`src/rtl/inst_loop_seq_pkg.sv`:
```
// -----------------------------------------------------------------------------
// inst_loop_seq_pkg
// Shared definitions for the instruction loop sequencer:
//   - default widths (InstAddrWidth / NumLoops)
//   - sequencer FSM state encoding
//   - CSR address / bit constants for the registers that drive the sequencer
//   - helper that clamps the requested loop mode to the levels that exist
// Optional debug build: define LOOP_SEQ_DBG_EN (see inst_loop_seq.sv).
// -----------------------------------------------------------------------------
package inst_loop_seq_pkg;

   localparam int unsigned DefInstAddrWidth = 8;
   localparam int unsigned DefNumLoops      = 3;

   typedef enum logic [1:0] {
      ST_IDLE = 2'd0,
      ST_RUN  = 2'd1,
      ST_DONE = 2'd2
   } seq_state_e;

   // CSR map (byte addresses) and bit positions used by software.
   localparam logic [7:0] CSR_CORE_SET_ADDR   = 8'h00;
   localparam logic [7:0] CSR_INST_CTRL_ADDR  = 8'h04;
   localparam logic [7:0] CSR_LOOP_JUMP_ADDR  = 8'h08;
   localparam logic [7:0] CSR_LOOP_END_ADDR   = 8'h0C;
   localparam logic [7:0] CSR_LOOP_COUNT_ADDR = 8'h10;

   localparam int unsigned CORE_SET_START_BIT  = 0;
   localparam int unsigned CORE_SET_BUSY_BIT   = 1;
   localparam int unsigned INST_CTRL_CLEAR_BIT = 0;

   // Number of loop levels actually evaluated: the mode asks for up to 3,
   // but a build with fewer levels cannot honour more than it has.
   function automatic int active_levels(input logic [1:0] mode, input int num_loops);
      int m;
      m = int'(mode);
      return (m > num_loops) ? num_loops : m;
   endfunction

endpackage

```
`src/rtl/loop_level_cnt.sv`:
```
// -----------------------------------------------------------------------------
// loop_level_cnt
// One nested-loop level: iteration counter plus end-address compare.
// Ports:
//   clk_i, rst_ni        clock, synchronous active-low reset
//   clr_i                zero the counter (start of program / soft clear)
//   inc_i                count one taken jump at this level
//   zero_i               zero the counter (level exhausted or outer jump)
//   pc_i                 current instruction address
//   end_addr_i, count_i  this level's loop end address and iteration count
//   take_jump_o          pc is at end and more iterations remain
//   exhausted_o          pc is at end and this was the last iteration
//   cnt_o                counter value (LOOP_SEQ_DBG_EN builds only)
// -----------------------------------------------------------------------------
module loop_level_cnt
   import inst_loop_seq_pkg::*;
#(
   parameter int unsigned W = DefInstAddrWidth
) (
   input  logic         clk_i,
   input  logic         rst_ni,
   input  logic         clr_i,
   input  logic         inc_i,
   input  logic         zero_i,
   input  logic [W-1:0] pc_i,
   input  logic [W-1:0] end_addr_i,
   input  logic [W-1:0] count_i,
   output logic         take_jump_o,
   output logic         exhausted_o
`ifdef LOOP_SEQ_DBG_EN
   ,
   output logic [W-1:0] cnt_o
`endif
);

   logic [W-1:0] cnt_q, cnt_d;
   logic [W-1:0] last_idx;
   logic         at_end;

   always_comb begin
      // A count of zero behaves as a single pass: last index is 0.
      last_idx    = (count_i == '0) ? '0 : (count_i - W'(1));
      at_end      = (pc_i == end_addr_i);
      // ">=" keeps a stale counter from ever re-looping if config moved under it.
      take_jump_o = at_end && (cnt_q < last_idx);
      exhausted_o = at_end && (cnt_q >= last_idx);

      cnt_d = cnt_q;
      if (clr_i || zero_i) begin
         cnt_d = '0;
      end else if (inc_i) begin
         cnt_d = cnt_q + W'(1);
      end
   end

   always_ff @(posedge clk_i) begin
      if (!rst_ni) begin
         cnt_q <= '0;
      end else begin
         cnt_q <= cnt_d;
      end
   end

`ifdef LOOP_SEQ_DBG_EN
   assign cnt_o = cnt_q;
`endif

endmodule

```
`src/rtl/inst_loop_seq.sv`:
```
// -----------------------------------------------------------------------------
// inst_loop_seq
// Instruction-address sequencer with up to NumLoops nested hardware loops.
// IDLE -> RUN on start_i; RUN walks pc_o, taking loop jumps innermost-first;
// reaching the outermost active loop end (or end_addr_i[0] in linear mode)
// moves to DONE for one cycle, then back to IDLE.
// Ports:
//   clk_i, rst_ni      clock, synchronous active-low reset
//   start_i            one-cycle start pulse (ignored unless IDLE)
//   clr_i              soft clear, beats start_i and stall_i
//   stall_i            freeze pc/counters/state while running
//   loop_mode_i        0 = linear, 1..3 = number of nested loops
//   jump_addr_i, end_addr_i, count_i   per-level loop config (level 0 innermost)
//   pc_o, pc_valid_o   fetch address and its qualifier
//   busy_o, done_o     running flag, completion pulse
//   state_o            current FSM state (seq_state_e encoding)
// Build option LOOP_SEQ_DBG_EN adds loop_cnt_o (per-level counters) and
// iter_total_o (taken jumps since start).
// -----------------------------------------------------------------------------
module inst_loop_seq
   import inst_loop_seq_pkg::*;
#(
   parameter int unsigned InstAddrWidth = DefInstAddrWidth,
   parameter int unsigned NumLoops      = DefNumLoops
) (
   input  logic                                   clk_i,
   input  logic                                   rst_ni,
   input  logic                                   start_i,
   input  logic                                   clr_i,
   input  logic                                   stall_i,
   input  logic [1:0]                             loop_mode_i,
   input  logic [NumLoops-1:0][InstAddrWidth-1:0] jump_addr_i,
   input  logic [NumLoops-1:0][InstAddrWidth-1:0] end_addr_i,
   input  logic [NumLoops-1:0][InstAddrWidth-1:0] count_i,
   output logic [InstAddrWidth-1:0]               pc_o,
   output logic                                   pc_valid_o,
   output logic                                   busy_o,
   output logic [1:0]                             state_o,
   output logic                                   done_o
`ifdef LOOP_SEQ_DBG_EN
   ,
   output logic [NumLoops-1:0][InstAddrWidth-1:0] loop_cnt_o,
   output logic [31:0]                            iter_total_o
`endif
);

   seq_state_e               state_q, state_d;
   logic [InstAddrWidth-1:0] pc_q, pc_d;
   logic                     pc_valid_q, pc_valid_d;
   logic                     busy_q, busy_d;
   logic                     done_q, done_d;

   logic [NumLoops-1:0]      take_jump, exhausted;
   logic [NumLoops-1:0]      cnt_inc, cnt_zero;
   logic                     cnt_clr;
   logic                     decided;
   logic                     finish;
   int                       levels;

`ifdef LOOP_SEQ_DBG_EN
   logic [31:0]              iter_total_q, iter_total_d;
`endif

   for (genvar k = 0; k < NumLoops; k++) begin : g_level
      loop_level_cnt #(.W(InstAddrWidth)) u_level (
         .clk_i       (clk_i),
         .rst_ni      (rst_ni),
         .clr_i       (cnt_clr),
         .inc_i       (cnt_inc[k]),
         .zero_i      (cnt_zero[k]),
         .pc_i        (pc_q),
         .end_addr_i  (end_addr_i[k]),
         .count_i     (count_i[k]),
         .take_jump_o (take_jump[k]),
         .exhausted_o (exhausted[k])
`ifdef LOOP_SEQ_DBG_EN
         ,
         .cnt_o       (loop_cnt_o[k])
`endif
      );
   end

   always_comb begin
      state_d  = state_q;
      pc_d     = pc_q;
      cnt_inc  = '0;
      cnt_zero = '0;
      cnt_clr  = 1'b0;
      decided  = 1'b0;
      finish   = 1'b0;
      levels   = active_levels(loop_mode_i, int'(NumLoops));

      if (clr_i) begin
         state_d = ST_IDLE;
         pc_d    = '0;
         cnt_clr = 1'b1;
      end else begin
         unique case (state_q)
            ST_IDLE: begin
               if (start_i) begin
                  state_d = ST_RUN;
                  pc_d    = '0;
                  cnt_clr = 1'b1;
               end
            end
            ST_RUN: begin
               if (!stall_i) begin
                  if (levels == 0) begin
                     finish = (pc_q == end_addr_i[0]);
                  end else begin
                     // Fall-through chain: exhausted levels reset and hand
                     // over to the next outer level in the same cycle; the
                     // first level with iterations left takes its jump.
                     for (int k = 0; k < int'(NumLoops); k++) begin
                        if (k < levels && !decided) begin
                           if (take_jump[k]) begin
                              pc_d       = jump_addr_i[k];
                              cnt_inc[k] = 1'b1;
                              for (int j = 0; j < int'(NumLoops); j++) begin
                                 if (j < k) cnt_zero[j] = 1'b1;
                              end
                              decided = 1'b1;
                           end else if (exhausted[k]) begin
                              cnt_zero[k] = 1'b1;
                              if (k == levels - 1) finish = 1'b1;
                           end
                        end
                     end
                  end

                  if (finish) begin
                     state_d = ST_DONE;
                  end else if (!decided) begin
                     pc_d = pc_q + InstAddrWidth'(1);
                  end
               end
            end
            ST_DONE: state_d = ST_IDLE;
            default: state_d = ST_IDLE;
         endcase
      end

      // Outputs are registered: they follow the state being entered.
      pc_valid_d = (state_d == ST_RUN);
      busy_d     = (state_d != ST_IDLE);
      done_d     = (state_d == ST_DONE);

`ifdef LOOP_SEQ_DBG_EN
      iter_total_d = iter_total_q;
      if (cnt_clr) begin
         iter_total_d = '0;
      end else if (|cnt_inc) begin
         iter_total_d = iter_total_q + 32'd1;
      end
`endif
   end

   always_ff @(posedge clk_i) begin
      if (!rst_ni) begin
         state_q      <= ST_IDLE;
         pc_q         <= '0;
         pc_valid_q   <= 1'b0;
         busy_q       <= 1'b0;
         done_q       <= 1'b0;
`ifdef LOOP_SEQ_DBG_EN
         iter_total_q <= '0;
`endif
      end else begin
         state_q      <= state_d;
         pc_q         <= pc_d;
         pc_valid_q   <= pc_valid_d;
         busy_q       <= busy_d;
         done_q       <= done_d;
`ifdef LOOP_SEQ_DBG_EN
         iter_total_q <= iter_total_d;
`endif
      end
   end

   assign pc_o       = pc_q;
   assign pc_valid_o = pc_valid_q;
   assign busy_o     = busy_q;
   assign done_o     = done_q;
   assign state_o    = state_q;

`ifdef LOOP_SEQ_DBG_EN
   assign iter_total_o = iter_total_q;
`endif

endmodule
```
`config.mk`:
```
export PLATFORM = sky130hd
export DESIGN_NAME = inst_loop_seq
export DESIGN_NICKNAME = d
export VERILOG_FILES = /design/src/rtl/inst_loop_seq_pkg.sv /design/src/rtl/loop_level_cnt.sv /design/src/rtl/inst_loop_seq.sv
export SDC_FILE = /design/constraint.sdc
export NUM_CORES = 1
export LEC_CHECK = 0
export CAP_MARGIN = 25
export CORE_ASPECT_RATIO = 1.1
export CORE_MARGIN = 5
export CORE_UTILIZATION = 50
export CTS_CLUSTER_SIZE = 12
export DETAILED_ROUTE_END_ITERATION = 6
export PLACE_DENSITY_LB_ADDON = 0.3
export RECOVER_POWER = 100
export SYNTH_ARGS = -nofsm -noshare
export SYNTH_HDL_FRONTEND = slang
export SYNTH_SLANG_ARGS = --single-unit
```
`constraint.sdc`:
```
create_clock -name clk_i -period 4.84 [get_ports clk_i]
set_input_delay 0.726 -clock clk_i [delete_from_list [all_inputs] [get_ports clk_i]]
set_output_delay 0.726 -clock clk_i [all_outputs]
set_load 0.03 [all_outputs]
```
Word level (Yosys, flattened, before mapping). Cells that the tools add are included.

Word-level logic and storage cells: 142. Latch bits: 0. ROM bits: 0. Register bits after elaboration: 37. Memory bits (writable): 0. Bits of input ports: 79. Memories: 0.

Multiplexer cells: 80. Bitwise operators: 1. $lt $le $gt $ge: 9. Shifts and indexed selects: 0. Multipliers: 0. Reduce and logical (&&, ||, !) cells: 26. Add/subtract/negate cells: 8. Div/mod/pow operators: 0. Equality and inequality tests: 10.

Operators with widths (number): 8-bit 2-to-1 mux (14); 1-bit 2-to-1 mux (49); 8-bit by 1-bit adder with 8-bit output, second input constant (4); 32-bit zero test (1); 3-bit 2-to-1 mux (9); 8-bit equality test (3); 8-bit >= comparator (3); 8-bit zero test (3); 8-bit less-than comparator (3); 8-bit by 1-bit subtractor with 8-bit output, second input constant (3); 8-bit case mux with 2 select lines (1); 2-bit 2-to-1 mux (6); 1-bit logical AND (8); 2-bit OR reduction (4); 2-bit by 1-bit equality test with 1-bit output, second input constant (2); 2-bit zero test (2); 1-bit by 2-bit less-than comparator with 1-bit output, first input constant (2); 2-bit inequality test, second input constant (2); 2-bit case mux with 2 select lines (1); 2-bit nonzero test (2); 2-bit by 3-bit equality test with 1-bit output, first input constant (1); 3-bit equality test, first input constant (1); 1-bit logical OR (3); 3-bit AND reduction (1); 5 further kinds (6).

Logic depth before layout (Yosys ltp). Gate-level depths: netlist of the first run.

Depth in word-level cells: 29. Mapped depth: 17. Depth with buffers taken out: 14.

Hierarchy. Synthesis of the first run repeated with hierarchy kept, for this count alone.

Cell total of the unflattened synthesis: 445. Area, all modules: 3559.7 sq um.

Modules (own cells, without submodules): loop_level_cnt at g_level[0].u_level ... (cells each 97, seq. area each 160.2 sq um, instances 2, area each 765.7 sq um); inst_loop_seq (cells each 156, seq. area each 260.2 sq um, instances 1, area each 1262.5 sq um); loop_level_cnt at g_level[2].u_level (cells each 95, seq. area each 160.2 sq um, instances 1, area each 765.7 sq um).

Worst setup path before layout of the first run. No wires, ideal clock.

Path kind: input-to-reg. Start: in count_i[12] (netlist bit). End: reg pc_q[7] (netlist: pc_o[7]). Setup time: 0.095 ns. Setup slack: 0.831 ns. Data required time: 4.745 ns. Path buffers: 1. Stages on the path: 14. Arrival: 3.914 ns. Cell sequence: nor3_1 nand2_1 or4_1 nand2b_1 ha_1 nor2b_1 o211ai_1 a21oi_1 or4b_1 buf_2 mux2_4 a2111o_1 a211o_1 o311ai_1.

Cells in the longest elaborated chain, start to end: 21. Elaborated cells between the ends (all ways): 41. Those cells by class: 1 x add/sub; 2 x order compare; 33 x mux; 5 x reduce/logical.

RTL lines: start: declaration (line inst_loop_seq.sv:34) `input logic [NumLoops-1:0][InstAddrWidth-1:0] count_i,`; 8-bit by 1-bit subtractor with 8-bit output / 8-bit zero test (equally long branches) (line loop_level_cnt.sv:42) `last_idx = (count_i == '0) ? '0 : (count_i - W'(1));`; 8-bit 2-to-1 mux (*) (line loop_level_cnt.sv:42); 8-bit less-than comparator (line loop_level_cnt.sv:45) `take_jump_o = at_end && (cnt_q < last_idx);`; 1-bit logical AND (line loop_level_cnt.sv:45); 1-bit 2-to-1 mux (line inst_loop_seq.sv:116) `if (take_jump[k]) begin`; 1-bit 2-to-1 mux (line inst_loop_seq.sv:115) `if (k < levels && !decided) begin`; 1-bit 2-to-1 mux (line inst_loop_seq.sv:108) `if (levels == 0) begin`; 1-bit 2-to-1 mux (line inst_loop_seq.sv:107) `if (!stall_i) begin`; [... 5 more ...]; 1-bit 2-to-1 mux (line inst_loop_seq.sv:108); 1-bit 2-to-1 mux (line inst_loop_seq.sv:107); 1-bit 2-to-1 mux (line inst_loop_seq.sv:98) `unique case (state_q)`; 1-bit 2-to-1 mux (line inst_loop_seq.sv:93) `if (clr_i) begin`; 8-bit 2-to-1 mux (line inst_loop_seq.sv:133) `end else if (!decided) begin`; 8-bit 2-to-1 mux (*) (line inst_loop_seq.sv:131) `if (finish) begin`; 8-bit 2-to-1 mux (*) (line inst_loop_seq.sv:107); 8-bit case mux with 2 select lines (*) (line inst_loop_seq.sv:98); end signal: assignment (line inst_loop_seq.sv:170) `pc_q <= pc_d;`; end: declaration (line inst_loop_seq.sv:48) `logic [InstAddrWidth-1:0] pc_q, pc_d;`.

Mark *: on every way between the ends. The rest lies on a longest branch, timed or not. The select of a mux whose other input is x is not followed. A chain may end at the register's enable or synchronous reset.

Worst setup path in the final report of the first run.
Start: in count_i[11] (netlist bit). End: reg g_level[1].u_level.cnt_q[6].

Cells in the longest elaborated chain, start to end: 19. Elaborated cells between the ends (all ways): 32. Those cells by class: 1 x add/sub; 2 x order compare; 22 x mux; 7 x reduce/logical.

RTL lines: 8-bit by 1-bit subtractor with 8-bit output / 8-bit zero test (equally long branches) (line loop_level_cnt.sv:42); 8-bit 2-to-1 mux (*) (line loop_level_cnt.sv:42); 8-bit less-than comparator (line loop_level_cnt.sv:45); 1-bit logical AND (line loop_level_cnt.sv:45); 1-bit 2-to-1 mux (line inst_loop_seq.sv:116); 1-bit 2-to-1 mux (line inst_loop_seq.sv:115); 1-bit 2-to-1 mux (line inst_loop_seq.sv:108); 1-bit 2-to-1 mux (line inst_loop_seq.sv:107); [... 3 more ...]; 1-bit logical AND (line inst_loop_seq.sv:115); 3-bit 2-to-1 mux (line inst_loop_seq.sv:115); 3-bit 2-to-1 mux (line inst_loop_seq.sv:108); 3-bit 2-to-1 mux (line inst_loop_seq.sv:107); 3-bit 2-to-1 mux (line inst_loop_seq.sv:98); 3-bit 2-to-1 mux (line inst_loop_seq.sv:93); 1-bit logical OR (line loop_level_cnt.sv:49) `if (clr_i || zero_i) begin`; 2-bit OR reduction (no line); end signal: assignment (line loop_level_cnt.sv:60) `cnt_q <= cnt_d;`; end: declaration (line loop_level_cnt.sv:36) `logic [W-1:0] cnt_q, cnt_d;`.

Marks and branches as above.

==> results of run 1 <==
==> Yosys cell counts (7+ instances only) <==
| cell type | instances |
|---|---|
| xor2_1 | 19 |
| and3_1 | 8 |
| inv_1 | 15 |
| ha_1 | 31 |
| and2_1 | 7 |
| a21oi_1 | 18 |
| nand2_1 | 40 |
| nor3_1 | 30 |
| nor4_1 | 7 |
| o211ai_1 | 10 |
| nand4_1 | 13 |
| clkbuf_1 | 8 |
| nor2b_1 | 9 |
| nand2b_1 | 9 |
| nor2_1 | 38 |
| xnor2_1 | 37 |
| nand3_1 | 15 |
| buf_2 | 9 |
| dfxtp_1 | 37 |
==> per-layer routing <==
layer,vias to the layer above,global-route usage [%],routed length (µm)
li1,1775,-,-
met1,1666,26.33,3955
met2,138,41.65,4731
met3,27,4.495,657
met4,0,8.312,272
met5,-,0,0
==> power breakdown <==
part / internal (mW) / switching, mW / total [mW] / leakage, nW
clock: 0.0993 / 0.115 / 0.214 / 0.0439
sequential: 0.306 / 0.00214 / 0.308 / 0.298
combinational: 0.0947 / 0.0699 / 0.165 / 1.38
total: 0.500 / 0.187 / 0.687 / 1.72
==> layout make-up <==
| class | count | share of cell area, % |
|---|---|---|
| multi-input cells | 367 | 55.76 |
| clock buffers | 5 | 1.534 |
| repair buffers | 105 | 22.26 |
| inverters | 15 | 1.255 |
| well taps | 82 | 2.287 |
| flip-flops and latches | 37 | 16.51 |
| clock inverters | 3 | 0.3905 |
==> sequential cells by signal, indices dropped and copies added (netlist names) <==
| signal | cells |
|---|---|
| busy_o | 1 |
| g_level.u_level.cnt_q | 24 |
| pc_o | 8 |
| done_o | 1 |
| pc_valid_o | 1 |
| state_o | 2 |
==> cells by family (layout without fill, tap and decap cells) <==
logic type,Yosys count,count (layout),synth area share (%)
DFF,37,37,21.75
xor gates and xnor gates,56,56,14.40
muxes,7,7,2.204
buffers and inverters,35,128,4.629
adders and majority gates,31,31,11.39
and+or+nand+nor,198,198,30.16
AOI/OAI and AO/OA,75,75,15.47
==> worst max-delay path: stages <==
cell and delay (ps):
clkdlybuf4s50_1 450, nor3_1 350, nand2_1 140, or4_1 530, nand2b_1 130, ha_1 220
nor2b_1 140, o211ai_1 190, a21oi_1 110, or4b_1 580, clkbuf_1 210, nor4_1 340
buf_4 230, nand4_1 120, xor2_1 160, nor2_1 60
==> how the worst max path moves through the flow <==
stage                                  endpoint  cells past startpoint
global route        g_level[0].u_level.cnt_q[7]                     16
CTS                                     pc_o[7]                     14
finish              g_level[1].u_level.cnt_q[6]                     16
global placement                        pc_o[7]                     14
detailed placement                      pc_o[7]                     14
floorplan                               pc_o[7]                     14
==> impl_metrics.csv, run 1 <==
group,metric,value,unit
cells_and_area,stdcell_area,0.004486,mm²
critical_path,ff2ff_setup_slack,1800,ps
placement,dp_slack,85.86,ps
placement,dpl_cell_area,0.004423,mm²
critical_path,crit_fanout,8,
placement,hpwlAfterDp,7.752,mm
synthesis,synth_seq_area_share,21.75,%
run_status,status,"complete, no violations",
synthesis,synth_edf_count,0,
sta,fin_setup_tns,0,ps
drt,drtPass1Iterations,4,
clocking,cts_buffer_depth,2,
die,std_cell_rows,31,
drt,ant_nets,0,
synthesis,yosysTopAreaCell,"dfxtp_1",
min_path,hold_class,"reg -> reg",
global_route,grt_pass1_vias,3563,
die,initial_core_util,51.65,%
clocking,clock_sinks,37,
die,core_area,0.006594,mm²
synthesis,async_flop_share,0,%
synthesis,synth_flop_cell,"dfxtp_1",
global_route,antenna_found_initial,0,
synthesis,syn_area,0.003406,mm²
synthesis,ys_warn_count,0,
critical_path,cp-end-kind,"register",
die,dieArea,0.008564,mm²
min_path,min-delay-start,"g_level[2].u_level.cnt_q[7]",
drt,vias_per_cell,5.873,
sta,report.final.hold_viol_count,0,
drt,routedWlPerCell,15.66,µm
sta,whs,534.8,ps
synthesis,synth_nets,549,
synthesis,synth_area_leaders,"dfxtp_1, ha_1, xnor2_1",
cells_and_area,final_cell_mix,"clkdlybuf4s50_1, nand2_1, nor2_1",
critical_path,r2r-start,"pc_o[2]",
cells_and_area,area_delta_synth_final,31.70,%
min_path,min_to,"g_level[2].u_level.cnt_q[7]",
power,vdd_drop_max,0.1262,mV
min_path,whs_path_depth,2,
cells_and_area,final_cells,614,
sta,rsz0062_at_grt,"no",
placement,dp_cells,606,
clocking,clock_latency,290,ps
die,die_y,96.56,µm
critical_path,r2r_cells,10,
power,power,0.6867,mW
critical_path,start_kind,"input pin",
sta,skew,5.719,ps
clocking,htreeDepth,2,
clocking,cts_root_buf,"clkbuf_8",
drt,dr_total_vias,3606,
cells_and_area,multi_input_area,0.002501,mm²
cells_and_area,nets,641,
synthesis,ys_types,53,
cells_and_area,n_antenna_cell,0,
drt,drc,0,
die,io_pins,92,
cells_and_area,fin_util,68.03,%
sta,setup_viol,0,
sta,tightestPinTransition,521.7,ps
global_route,grt_pass1_wl,15.75,mm
critical_path,startpoint,"count_i[11]",
placement,portBuffers,91,
clocking,cts_made_buffers,5,
sta,fin_crit,4483,ps
clocking,cts-resized-gates,0,
clocking,cts.clk_slew.worst_paths,70,ps
cells_and_area,layout-drive-gt1-share,4.135,%
clocking,cts_tree,"yes",
critical_path,critPathArrivalTime,4670,ps
synthesis,ys_ff_latch,37,
sta,final.period_utilization,92.61,%
global_route,grtUsageTotal,22.92,%
sta,fmaxAchievable,223.1,MHz
critical_path,worst-endpoint-required,5030,ps
power,p_leak,1.721,nW
drt,routed_wl,9.616,mm
synthesis,synth_top_area_share,21.75,%
cells_and_area,final_common_cell,"clkdlybuf4s50_1",
drt,initialDrtViolationCount,239,
critical_path,r2r_end,"g_level[1].u_level.cnt_q[6]",
placement,gp_congestion,0.8700,
power,power_density,153.1,mW/mm²
global_route,grt_overflow,0,
sta,slew_headroom,65.17,%
clocking,cts_hold_buf,0,
critical_path,worstSetupPathType,"in -> reg",
sta,slew_violations,0,
synthesis,syn_inst,439,
synthesis,synth.avg_cell_area,7.758,µm²
global_route,grt_max_degree,22,
die,die_w,88.69,µm
clocking,post_cts_buffers,0,
cells_and_area,fillers,563,
cells_and_area,seq_area,740.7,µm²
sta,setup_ws,357.5,ps
flow_run,max_cap_violations,0,
Note: power is estimated with default switching activity, not from simulation.
==> run 2, diff against run 1 <==
Settings changed: SLEW_MARGIN from default to 5.
Clock period 4.84 ns to 4.45 ns, I/O delays scaled along.
==> impl_metrics.csv, run 2 (synthesis gave the netlist of run 1 again) <==
group,metric,value,unit
sta,skew,4.494,ps
critical_path,worstSetupPathType,"in -> reg",
die,io_pins,92,
drt,ant_nets,0,
drt,initialDrtViolationCount,279,
power,p_leak,1.759,nW
global_route,met3_usage,5.004,%
critical_path,cp-end-kind,"register",
clocking,cts_hold_buf,0,
placement,gp_congestion,0.8595,
clocking,cts_tree,"yes",
cells_and_area,max_flop_register,"g_level.u_level.cnt_q",
cells_and_area,area_delta_synth_final,33.32,%
clocking,cts_made_buffers,5,
sta,final.period_utilization,95.08,%
sta,slew_headroom,68.76,%
global_route,grt_pass1_wl,15.64,mm
clocking,htreeDepth,2,
drt,drtPass1Iterations,5,
clocking,cts-resized-gates,0,
sta,setup_viol,0,
global_route,grtUsageMet1,27.01,%
cells_and_area,final_cell_mix,"clkdlybuf4s50_1, nand2_1, nor2_1",
drt,dr_total_vias,3601,
clocking,cts_root_buf,"clkbuf_8",
power,vdd_drop_max,0.1361,mV
critical_path,worst-endpoint-required,4640,ps
sta,report.final.hold_viol_count,0,
drt,vias_per_cell,5.827,
cells_and_area,largest_reg_flops,24,
critical_path,critPathArrivalTime,4420,ps
critical_path,crit_fanout,6,
cells_and_area,nets,645,
sta,fin_crit,4231,ps
drt,routedWlPerCell,15.22,µm
cells_and_area,final_common_cell,"clkdlybuf4s50_1",
sta,slew_violations,0,
drt,routed_wl,9.408,mm
run_status,status,"complete, no violations",
die,std_cell_rows,31,
min_path,hold_class,"reg -> reg",
drt,drc,0,
global_route,grtUsageTotal,22.73,%
sta,fmaxAchievable,236.4,MHz
die,die_w,88.69,µm
clocking,cts.clk_slew.worst_paths,80,ps
global_route,grt_max_degree,22,
global_route,busiest_layer,"met2",
die,dieArea,0.008564,mm²
global_route,antenna_found_initial,0,
clocking,clock_sinks,37,
die,initial_core_util,51.65,%
die,core_area,0.006594,mm²
sta,tightestPinTransition,456.8,ps
sta,rsz0062_at_grt,"no",
clocking,clock_latency,290,ps
clocking,cts_buffer_depth,2,
cells_and_area,layout-drive-gt1-share,5.597,%
cells_and_area,n_antenna_cell,0,
global_route,grt_pass1_vias,3507,
critical_path,start_kind,"input pin",
global_route,grt_overflow,0,
die,die_y,96.56,µm
clocking,post_cts_buffers,0,
flow_run,max_cap_violations,0,
placement,portBuffers,91,
global_route,met2_usage,39.60,%
power,power_density,168.8,mW/mm²
placement,hpwlAfterDp,7.659,mm
sta,fin_setup_tns,0,ps
cells_and_area,fin_util,68.86,%
run 2: cell count changes in the layout (fill, tap and decap cells not counted):
cell        previous run  this run
buf_4                  9        15
clkbuf_1               4         1
clkbuf_2               1         2
clkbuf_8               5         6
clkinv_2               2         1
clkinv_4               0         1
clkinvlp_4             1         0
nor4_1                 8         7
nor4_2                 0         1
o311ai_0               1         0
o311ai_1               0         1
run 2: routing by layer:
layer,part of all wire [%],vias up
met5,0,-
met4,3.3,0
met3,8.2,29
met2,48,143
met1,40,1646
li1,-,1783
run 2: final timing paths:
path / from / cells after the start / slack, ps / end
worst max-delay path: count_i[12] / 14 / 220 / pc_o[7]
worst min register to register: g_level[2].u_level.cnt_q[7] / 2 / 530 / g_level[2].u_level.cnt_q[7]
worst max register to register: pc_o[2] / 8 / 1400 / pc_o[7]
worst min-delay path: g_level[2].u_level.cnt_q[7] / 2 / 530 / g_level[2].u_level.cnt_q[7]
run 2: metrics by stage:
| step | total power [mW] | cells | worst slack (ps) | area, µm² | hold slack (ps) |
|---|---|---|---|---|---|
| 2_1_floorplan | 0.4185 | 439 | 499.3 | 3406 | 485.5 |
| 3_3_place_gp | 0.5196 | 610 | 114.2 | 4453 | 503.8 |
| 3_5_place_dp | 0.5252 | 610 | -17.83 | 4453 | 510.2 |
| 4_1_cts | 0.7726 | 618 | 246.9 | 4549 | 533.3 |
| 5_1_grt | 0.8037 | 618 | 2.384 | 4541 | 570.3 |
| 6_report | 0.7667 | 618 | 219.0 | 4541 | 534.1 |
run 2: final cells by class:
type | count | area [µm²]
multi-input combinational | 367 | 2507
fill | 554 | 2053
tap | 82 | 102.6
clock inverter | 2 | 13.76
inverter | 15 | 56.30
clock buffer | 6 | 82.58
timing repair buffer | 109 | 1037
sequential | 37 | 740.7
run 2: power by group:
part / switching, mW / leakage (nW) / internal [mW]
Clock: 0.124 / 0.0512 / 0.126
Combinational: 0.0768 / 1.41 / 0.105
Sequential: 0.00219 / 0.298 / 0.333
Total: 0.203 / 1.76 / 0.563
run 2: worst max-delay path, cell delays in order:
cell and delay, ps:
clkdlybuf4s50_1 420, nor3_1 270, nand2_1 130, or4_1 480
buf_4 180, nand2_1 100, ha_1 260, o211ai_1 110
a21oi_1 110, or4b_1 560, mux2_4 330, a2111o_1 420
a211o_1 300, o311ai_1 70
